File: config.mk
export PLATFORM = sky130hd
export DESIGN_NAME = multicycle_ctrl_flat
export DESIGN_NICKNAME = d
export VERILOG_FILES = /design/src/rtl/multicycle_ctrl_if.sv /design/src/rtl/multicycle_ctrl.sv /design/src/flat_wrapper.sv
export SDC_FILE = /design/constraint.sdc
export NUM_CORES = 1
export LEC_CHECK = 0
export BUFFER_PORTS_ARGS = -buffer_cell sky130_fd_sc_hd__buf_2
export CORE_AREA = 5 5 63 65
export DETAILED_ROUTE_END_ITERATION = 8
export DIE_AREA = 0 0 68 70
export MAX_ROUTING_LAYER = met4
export PLACE_DENSITY = 0.75
export SKIP_LAST_GASP = 1
export SLEW_MARGIN = 25
export SYNTH_ARGS = -nofsm -noshare
export SYNTH_HDL_FRONTEND = slang
export SYNTH_SLANG_ARGS = --single-unit
File: constraint.sdc
create_clock -name clk -period 1.7 [get_ports clk]
set_clock_uncertainty 0.2 [all_clocks]
set_input_delay 0.17 -clock clk [delete_from_list [all_inputs] [get_ports clk]]
set_output_delay 0.17 -clock clk [all_outputs]
set_load 0.05 [all_outputs]
File: src/rtl/multicycle_ctrl_if.sv
// Control bundle between the multicycle controller (master) and the datapath/memories (slave).
interface multicycle_ctrl_if;
    logic [6:0]  opcode;
    logic [2:0]  funct3;
    logic        br_taken;
    logic        imem_valid;
    logic        dmem_ready;
    logic        imem_req;
    logic        ir_we;
    logic        pc_we;
    logic [1:0]  pc_sel;
    logic        rf_we;
    logic [1:0]  wb_sel;
    logic        alu_b_imm;
    logic        dmem_re;
    logic        dmem_we;
    logic        illegal;
    logic [2:0]  state;
    logic [31:0] instret;

    modport master (
        input  opcode, funct3, br_taken, imem_valid, dmem_ready,
        output imem_req, ir_we, pc_we, pc_sel, rf_we, wb_sel,
               alu_b_imm, dmem_re, dmem_we, illegal, state, instret
    );

    modport slave (
        output opcode, funct3, br_taken, imem_valid, dmem_ready,
        input  imem_req, ir_we, pc_we, pc_sel, rf_we, wb_sel,
               alu_b_imm, dmem_re, dmem_we, illegal, state, instret
    );
endinterface

File: src/rtl/multicycle_ctrl.sv
// FETCH/DECODE/EXEC/MEM/WB/TRAP controller for a multicycle RV32I-style core.
// Define MULTICYCLE_CTRL_INSTRET_EN to build the retired-instruction counter.
module multicycle_ctrl (
    input  logic              clk,
    input  logic              rst,
    multicycle_ctrl_if.master ctrl
);
    typedef enum logic [2:0] {
        S_FETCH  = 3'd0,
        S_DECODE = 3'd1,
        S_EXEC   = 3'd2,
        S_MEM    = 3'd3,
        S_WB     = 3'd4,
        S_TRAP   = 3'd5
    } state_e;

    typedef enum logic [3:0] {
        C_OP, C_OPIMM, C_LOAD, C_STORE, C_BRANCH,
        C_LUI, C_AUIPC, C_JAL, C_JALR, C_ILL
    } cls_e;

    state_e     state_q, state_d;
    cls_e       cls_q, cls_d, dec_cls;
    logic       imem_req_q, alu_b_imm_q, dmem_re_q, dmem_we_q, rf_we_q, illegal_q;
    logic [1:0] wb_sel_q, wb_pc_sel_q;
    logic       br_retire, st_retire, pc_we;

    always_comb begin
        dec_cls = C_ILL;
        case (ctrl.opcode)
            7'b0110011: dec_cls = C_OP;
            7'b0010011: dec_cls = C_OPIMM;
            7'b0000011: dec_cls = (ctrl.funct3 == 3'b011 || ctrl.funct3[2:1] == 2'b11) ? C_ILL : C_LOAD;
            7'b0100011: dec_cls = (ctrl.funct3[2] || ctrl.funct3 == 3'b011) ? C_ILL : C_STORE;
            7'b1100011: dec_cls = (ctrl.funct3[2:1] == 2'b01) ? C_ILL : C_BRANCH;
            7'b0110111: dec_cls = C_LUI;
            7'b0010111: dec_cls = C_AUIPC;
            7'b1101111: dec_cls = C_JAL;
            7'b1100111: dec_cls = C_JALR;
            default:    dec_cls = C_ILL;
        endcase
    end

    // The instruction class is captured in DECODE so later states need not trust the bus.
    always_comb begin
        state_d = state_q;
        cls_d   = cls_q;
        case (state_q)
            S_FETCH:  if (ctrl.imem_valid) state_d = S_DECODE;
            S_DECODE: begin
                cls_d   = dec_cls;
                state_d = (dec_cls == C_ILL) ? S_TRAP : S_EXEC;
            end
            S_EXEC: begin
                case (cls_q)
                    C_LOAD, C_STORE: state_d = S_MEM;
                    C_BRANCH:        state_d = S_FETCH;
                    default:         state_d = S_WB;
                endcase
            end
            S_MEM:    if (ctrl.dmem_ready) state_d = (cls_q == C_LOAD) ? S_WB : S_FETCH;
            S_WB:     state_d = S_FETCH;
            S_TRAP:   state_d = S_TRAP;
            default:  state_d = S_FETCH;
        endcase
    end

    // State-only outputs are registered from the next state; FETCH requests right out of reset.
    always_ff @(posedge clk) begin
        if (rst) begin
            state_q     <= S_FETCH;
            cls_q       <= C_OP;
            imem_req_q  <= 1'b1;
            alu_b_imm_q <= 1'b0;
            dmem_re_q   <= 1'b0;
            dmem_we_q   <= 1'b0;
            rf_we_q     <= 1'b0;
            wb_sel_q    <= 2'd0;
            wb_pc_sel_q <= 2'd0;
            illegal_q   <= 1'b0;
        end else begin
            state_q     <= state_d;
            cls_q       <= cls_d;
            imem_req_q  <= (state_d == S_FETCH);
            alu_b_imm_q <= (state_d == S_EXEC) && (cls_d != C_OP) && (cls_d != C_BRANCH);
            dmem_re_q   <= (state_d == S_MEM) && (cls_d == C_LOAD);
            dmem_we_q   <= (state_d == S_MEM) && (cls_d == C_STORE);
            rf_we_q     <= (state_d == S_WB);
            wb_sel_q    <= (state_d != S_WB) ? 2'd0 :
                           (cls_d == C_LOAD) ? 2'd1 :
                           (cls_d == C_JAL || cls_d == C_JALR) ? 2'd2 : 2'd0;
            wb_pc_sel_q <= (state_d != S_WB) ? 2'd0 :
                           (cls_d == C_JAL)  ? 2'd1 :
                           (cls_d == C_JALR) ? 2'd2 : 2'd0;
            illegal_q   <= (state_d == S_TRAP);
        end
    end

    // Retire strobes that depend on same-cycle inputs (fetch valid, branch result, memory ready).
    assign br_retire = (state_q == S_EXEC) && (cls_q == C_BRANCH);
    assign st_retire = (state_q == S_MEM) && (cls_q == C_STORE) && ctrl.dmem_ready;
    assign pc_we     = rf_we_q | br_retire | st_retire;

    assign ctrl.imem_req  = imem_req_q;
    assign ctrl.ir_we     = (state_q == S_FETCH) && ctrl.imem_valid;
    assign ctrl.pc_we     = pc_we;
    assign ctrl.pc_sel    = wb_pc_sel_q | ((br_retire && ctrl.br_taken) ? 2'd1 : 2'd0);
    assign ctrl.rf_we     = rf_we_q;
    assign ctrl.wb_sel    = wb_sel_q;
    assign ctrl.alu_b_imm = alu_b_imm_q;
    assign ctrl.dmem_re   = dmem_re_q;
    assign ctrl.dmem_we   = dmem_we_q;
    assign ctrl.illegal   = illegal_q;
    assign ctrl.state     = state_q;

`ifdef MULTICYCLE_CTRL_INSTRET_EN
    logic [31:0] instret_q;

    always_ff @(posedge clk) begin
        if (rst) begin
            instret_q <= '0;
        end else if (pc_we) begin
            instret_q <= instret_q + 32'd1;
        end
    end

    assign ctrl.instret = instret_q;
`else
    assign ctrl.instret = '0;
`endif
endmodule

File: src/flat_wrapper.sv
// flat-port wrapper written by rule: the top's interface ports become plain ports
module multicycle_ctrl_flat 
  (clk, rst, ctrl_opcode, ctrl_funct3, ctrl_br_taken, ctrl_imem_valid, ctrl_dmem_ready, ctrl_imem_req, ctrl_ir_we, ctrl_pc_we, ctrl_pc_sel, ctrl_rf_we, ctrl_wb_sel, ctrl_alu_b_imm, ctrl_dmem_re, ctrl_dmem_we, ctrl_illegal, ctrl_state, ctrl_instret);
  multicycle_ctrl_if ctrl_i ();
  input  logic clk;
  input  logic rst;
  input wire logic [$bits(ctrl_i.opcode)-1:0] ctrl_opcode;
  input wire logic [$bits(ctrl_i.funct3)-1:0] ctrl_funct3;
  input wire logic [$bits(ctrl_i.br_taken)-1:0] ctrl_br_taken;
  input wire logic [$bits(ctrl_i.imem_valid)-1:0] ctrl_imem_valid;
  input wire logic [$bits(ctrl_i.dmem_ready)-1:0] ctrl_dmem_ready;
  output wire logic [$bits(ctrl_i.imem_req)-1:0] ctrl_imem_req;
  output wire logic [$bits(ctrl_i.ir_we)-1:0] ctrl_ir_we;
  output wire logic [$bits(ctrl_i.pc_we)-1:0] ctrl_pc_we;
  output wire logic [$bits(ctrl_i.pc_sel)-1:0] ctrl_pc_sel;
  output wire logic [$bits(ctrl_i.rf_we)-1:0] ctrl_rf_we;
  output wire logic [$bits(ctrl_i.wb_sel)-1:0] ctrl_wb_sel;
  output wire logic [$bits(ctrl_i.alu_b_imm)-1:0] ctrl_alu_b_imm;
  output wire logic [$bits(ctrl_i.dmem_re)-1:0] ctrl_dmem_re;
  output wire logic [$bits(ctrl_i.dmem_we)-1:0] ctrl_dmem_we;
  output wire logic [$bits(ctrl_i.illegal)-1:0] ctrl_illegal;
  output wire logic [$bits(ctrl_i.state)-1:0] ctrl_state;
  output wire logic [$bits(ctrl_i.instret)-1:0] ctrl_instret;
  assign ctrl_i.opcode = ctrl_opcode;
  assign ctrl_i.funct3 = ctrl_funct3;
  assign ctrl_i.br_taken = ctrl_br_taken;
  assign ctrl_i.imem_valid = ctrl_imem_valid;
  assign ctrl_i.dmem_ready = ctrl_dmem_ready;
  assign ctrl_imem_req = ctrl_i.imem_req;
  assign ctrl_ir_we = ctrl_i.ir_we;
  assign ctrl_pc_we = ctrl_i.pc_we;
  assign ctrl_pc_sel = ctrl_i.pc_sel;
  assign ctrl_rf_we = ctrl_i.rf_we;
  assign ctrl_wb_sel = ctrl_i.wb_sel;
  assign ctrl_alu_b_imm = ctrl_i.alu_b_imm;
  assign ctrl_dmem_re = ctrl_i.dmem_re;
  assign ctrl_dmem_we = ctrl_i.dmem_we;
  assign ctrl_illegal = ctrl_i.illegal;
  assign ctrl_state = ctrl_i.state;
  assign ctrl_instret = ctrl_i.instret;
  multicycle_ctrl u_core (.clk(clk), .rst(rst), .ctrl(ctrl_i));
endmodule
==> out/summary.txt, run 1 <==
Pre-CTS WS: -0.261 ns
Area of the core: 0.00328 mm2
N_diodes: 0
Final ANT Viol Nets: 0
Maximum VDD drop: 0.302 mV
Max Freq: 505 MHz
Initial Utilization: 0.413
TNS Setup: -1.66 ns
# IOs: 62
Height of the die: 70 um
Post-synth top flop: dfxtp_1
Total power: 1.30 mW
Pwr Density: 653 mW/mm2
Global route overflow: 0
Final setup fails: 11
Synth area leader: dfxtp_1
CTS tree: yes
Crit-path max FO: 4
Setup crit end kind: output port
Final Cycle Share: 1.16
Post-synth EDFFs: 0
Largest net degree at the start of global routing: 11
Vias in the first global route: 1338
RSZ-0062 raised after global routing: true
Synthesized area: 0.00136 mm2
Final hold slack: 0.0265 ns
Status: finished, violations left
Total number of yosys warnings: 0
Max-Cap Viols: 0
Hold Vio Cnt, Final: 0
Share of cells above drive strength 1: 0.487
Gp weighted congestion: 0.848
HP Class: in2reg
Design area: 0.00200 mm2
Global-route wire length before repair: 5.75 mm
Total number of vias: 1356
Die width: 68 um
Clock slew at reported path FFs: 0.10 ns
Fillers: 301
Port Buffers: 29
Area of the die: 0.00476 mm2
Failing checks: negative setup slack
Max-slew violations: 0
Final core utilization: 0.609
Cells taking the most area after synthesis: dfxtp_1, buf_4, nor2_1
Drt drc: 0
H-tree depth: 1
Crit Path Class: reg2out
WP data required: 1.33 ns
CTS Buf Count: 3
Syn-to-layout area delta: 47.6%
Routed wire per std cell: 13.3 um
DP Area: 0.00166 mm2
Startpoint types: flop
Number of synthesized register bits: 17
GRT Util Overall: 0.159
Unique cell type count in the Yosys netlist: 47
Layout Nets: 250
Syn_area_per_cell: 8.11 um2
Max Root-Sink Buffers: 2
Drt total wl: 3.72 mm
Drt via density: 4.84
Root buffer cell: clkbuf_4
Seq/Total Area, Yosys: 0.251
Worst Slack Setup Final: -0.280 ns
Post-Synthesis Cells: 167
Initial antenna violation count: 0
Layout Cells excl Fill: 280
Share of the synthesized area in the top cell type: 0.251
TritonCTS Sinks: 17
Clock latency on the worst-skew pair: 0.30 ns
Initial DRC Count: 54
DR pass1 iterations: 4
Arr. time, crit path: 1.61 ns
Placed insts: 263
Crit path time final: 1.98 ns
Hpwl dp: 2.54 mm
Asr flop ratio synth: 0
Rows: 21
P_leak: 0.874 nW
==> cell type report <==
type / count / area (um2) / area share
Inverter: 4 / 17.5 / 0.00876
Clock buffer: 3 / 22.5 / 0.0113
Sequential cell: 17 / 355 / 0.178
Multi-Input combinational cell: 136 / 995 / 0.497
Timing Repair Buffer: 73 / 547 / 0.273
Clock inverter: 1 / 5.00 / 0.00250
Tap cell: 46 / 57.6 / 0.0288
==> synth_stat cells (2+ instances only) <==
| cell type | instances |
|---|---|
| buf_4 | 35 |
| dfxtp_1 | 17 |
| nor2_1 | 17 |
| nand2_1 | 11 |
| nand2b_1 | 9 |
| nor2b_1 | 6 |
| nor3_1 | 6 |
| a21oi_1 | 5 |
| a211oi_1 | 3 |
| a31oi_1 | 3 |
| buf_2 | 3 |
| inv_1 | 3 |
| nor4_1 | 3 |
| o21ai_1 | 3 |
| a31o_2 | 2 |
| a31oi_2 | 2 |
| and2_1 | 2 |
| buf_6 | 2 |
| nand3b_1 | 2 |
| o2111ai_1 | 2 |
| o21ai_0 | 2 |
| o21bai_1 | 2 |
| o22ai_1 | 2 |
| o31ai_1 | 2 |
==> routing by layer <==
layer,wire length [um],global-route usage,vias up,part of all wire
met3,262,0.0240,10,0.070
met4,115,0.0684,0,0.031
met1,1390,0.172,628,0.37
met2,1950,0.279,58,0.52
li1,-,-,660,-
met5,0,-,-,0
==> cells by family after synthesis <==
family	count (synthesis)	synth area share
buffers and inverters	45	0.235
other	1	0.00277
xor gates and xnor gates	1	0.00646
muxes	1	0.00739
AOI/OAI and AO/OA	36	0.211
DFF	17	0.251
and+or+nand+nor	66	0.286
==> worst max-delay path: stages, from the launching register on <==
cell     delay [ns]
dfxtp_2        0.35
buf_6          0.12
nor4_4         0.38
buf_4          0.18
a31o_4         0.14
buf_8          0.14
==> cell usage in the layout, fill, tap and decap left out, types with 2 or more instances in the layout <==
master / count
o21ai_0: 2
a21oi_1: 4
clkbuf_4: 3
buf_8: 2
nor3_1: 6
a211oi_2: 2
o22ai_1: 2
nor3b_4: 2
inv_1: 3
buf_4: 34
nand2_1: 10
nor2_2: 2
o21ai_1: 2
nor2_1: 15
dfxtp_1: 11
nand3b_1: 2
o2111ai_1: 2
buf_6: 9
dfxtp_2: 3
nand2b_4: 2
nand2b_1: 7
conb_1: 32
buf_2: 26
nor2b_1: 5
nor4_4: 2
a31oi_4: 4
nor4_1: 2
nor2b_2: 2
a211oi_1: 2
dfxtp_4: 3
==> sequential cells by signal (all words and copies together), names as in the netlist <==
signal and flops:
u_core.wb_pc_sel_q 2, u_core.ctrl.dmem_re 1, u_core.cls_q 4, u_core.ctrl.rf_we 1, u_core.ctrl.alu_b_imm 1, u_core.ctrl.wb_sel 2, u_core.ctrl.illegal 1, u_core.ctrl.dmem_we 1
u_core.ctrl.state 3, u_core.ctrl.imem_req 1
==> repair_timing <==
| item | in CTS | in global routing |
|---|---|---|
| endpoints found under the setup margin | 10 | 19 |
| buffers inserted | 12 | 2 |
| resized for setup | 25 | 18 |
| hold buffers | 1 | 0 |
| pin swaps | 11 | 9 |
| hold endpoints to repair | 4 | 0 |
==> where the power goes <==
| group | switching, mW | internal (mW) | total [mW] | leakage [nW] |
|---|---|---|---|---|
| Sequential | 0.0191 | 0.417 | 0.436 | 0.142 |
| Combinational | 0.413 | 0.230 | 0.644 | 0.714 |
| Clock | 0.137 | 0.0877 | 0.225 | 0.0177 |
| Total | 0.570 | 0.735 | 1.30 | 0.874 |
==> final timing paths <==
path / slack, ns / cells after the start / to / startpoint
worst min register to register: 0.45 / 2 / u_core.ctrl.state[1]$_SDFF_PP0_ / u_core.ctrl.state[2]$_SDFF_PP0_
worst min-delay path: 0.03 / 3 / u_core.ctrl.state[2]$_SDFF_PP0_ / rst
worst max-delay path: -0.28 / 5 / ctrl_pc_sel[0] / u_core.cls_q[1]$_SDFF_PP0_
worst max register to register: -0.24 / 6 / u_core.ctrl.dmem_we$_SDFF_PP0_ / u_core.cls_q[2]$_SDFF_PP0_
Power figures use the tool's default switching activity.
==> inputs of run 2 (changes only) <==
- TNS_END_PERCENT: default -> 1
==> run 2 against run 1 <==
Against the previous run: the flow still finishes with violations (negative setup slack); setup slack better by 0.052 ns; sequential power hardly changed; count of clock-buffer cells in the layout stayed put; routed wire length is 13% lower; final area is 13% lower; register-to-register slack better by 0.02 ns; critical path type unchanged; largest cell class unchanged; highest routed layer unchanged.
==> out/summary.txt, run 2 (synthesis results as in run 1) <==
Status: finished, violations left
Failing checks: negative setup slack
Height of the die: 70 um
DR pass1 iterations: 4
Layout Nets: 244
GRT Util Overall: 0.143
Crit-path max FO: 3
Vias in the first global route: 1183
CP peak stage delay: 0.32 ns
Final core utilization: 0.529
Setup crit end kind: output port
TNS Setup: -1.31 ns
Port Buffers: 29
Max Root-Sink Buffers: 2
Pwr Density: 681 mW/mm2
Initial DRC Count: 44
Startpoint types: flop
Worst Slack Setup Final: -0.229 ns
P_leak: 0.793 nW
Grt peak-use layer: met2
Hold Vio Cnt, Final: 0
Clock slew at reported path FFs: 0.10 ns
Max-slew violations: 0
Final ANT Viol Nets: 0
Final hold slack: 0.0189 ns
Crit path time final: 1.93 ns
Maximum VDD drop: 0.219 mV
Crit path max-delay cell type: dfxtp_1
Routed wire per std cell: 11.8 um
Initial antenna violation count: 0
Drt via density: 4.76
Met3 usage: 0.0240
Final Cycle Share: 1.13
RSZ-0062 raised after global routing: true
Commonest non-fill, non-tap cell in the layout: buf_4
Register name with the most flops: u_core.cls_q
Total number of vias: 1305
Area of the core: 0.00328 mm2
Dominant delay contributor by cell family on the critical path: buffers and inverters
Drt total wl: 3.23 mm
Initial Utilization: 0.413
Crit Path Class: reg2out
Rows: 21
CTS tree: yes
H-tree depth: 1
Gp weighted congestion: 0.909
Grt met2 use: 0.234
Hpwl dp: 2.61 mm
Final setup fails: 11
Clock latency on the worst-skew pair: 0.29 ns
Root buffer cell: clkbuf_4
Share of cells above drive strength 1: 0.408
Arr. time, crit path: 1.56 ns
Design area: 0.00174 mm2
HP Class: in2reg
Global-route wire length before repair: 5.24 mm
Most frequent cells in the layout: buf_4, conb_1, buf_2
Max-Cap Viols: 0
WP data required: 1.33 ns
DP Area: 0.00166 mm2
Largest register FFs: 4
Fillers: 338
N_diodes: 0
TritonCTS Sinks: 17
Reg area: 354 um2
Multi-input gate area: 841 um2
Cells along the critical path: buf_4 -> nor4_2 -> buf_4 -> a41oi_2 -> o21bai_2 -> buf_6
Die width: 68 um
# IOs: 62
CTS Buf Count: 3
Global route overflow: 0
Crit path buf inv count: 3
Largest net degree at the start of global routing: 11
Pre-CTS WS: -0.232 ns
Drt drc: 0
Max Freq: 518 MHz
Area of the die: 0.00476 mm2
CP most frequent cell: buf_4
Syn-to-layout area delta: 28.2%
GR Layer Usage met1: 0.166
-- run 2: cell types whose count changed in the layout (fill, tap and decap cells not counted), sizes merged --
cell  previous run  this run
buf             72        66
-- run 2: final cells by class --
class / instances / share of cell area
clock buffer: 3 / 0.0130
clock inverter: 1 / 0.00288
inverter: 4 / 0.00865
multi-input combinational: 136 / 0.484
sequential: 17 / 0.204
tap: 46 / 0.0331
timing repair buffer: 67 / 0.254
-- run 2: stage by stage --
stage | std cells | total power [mW]
6_report | 274 | 1.18
4_1_cts | 274 | 1.19
5_1_grt | 274 | 1.25
3_5_place_dp | 267 | 0.960
3_3_place_gp | 267 | 0.953
2_1_floorplan | 198 | 0.876
-- run 2: where the power goes --
group | internal (mW) | total (mW) | switching [mW]
clock | 0.0874 | 0.212 | 0.125
combinational | 0.173 | 0.535 | 0.362
sequential | 0.416 | 0.436 | 0.0191
total | 0.676 | 1.18 | 0.506
-- run 2: worst min-delay path, cell delays in order --
cell	delay, ns
buf_2	0.11
buf_4	0.15
nor2_1	0.05
-- run 2: what timing repair did --
action	in CTS	in global routing
endpoints found under the setup margin	10	14
pin swaps	3	2
hold buffers	1	0
setup buffers	2	0
endpoints found under the hold margin	3	0
gates resized for setup	7	1
-- run 2: worst paths after layout --
check	slack, ns	endpoint	depth (start not counted)	startpoint
max	-0.23	ctrl_pc_we	6	u_core.cls_q[1]$_SDFF_PP0_
min	0.02	u_core.ctrl.state[0]$_SDFF_PP0_	3	rst
max reg2reg	-0.22	u_core.ctrl.dmem_we$_SDFF_PP0_	6	u_core.cls_q[3]$_SDFF_PP0_
min reg2reg	0.39	u_core.ctrl.state[0]$_SDFF_PP0_	2	u_core.ctrl.state[2]$_SDFF_PP0_
-- run 2: per-layer routing --
layer,up-vias,share of wire
met4,0,0.024
met1,598,0.40
met5,-,0
li1,647,-
met2,50,0.49
met3,10,0.081
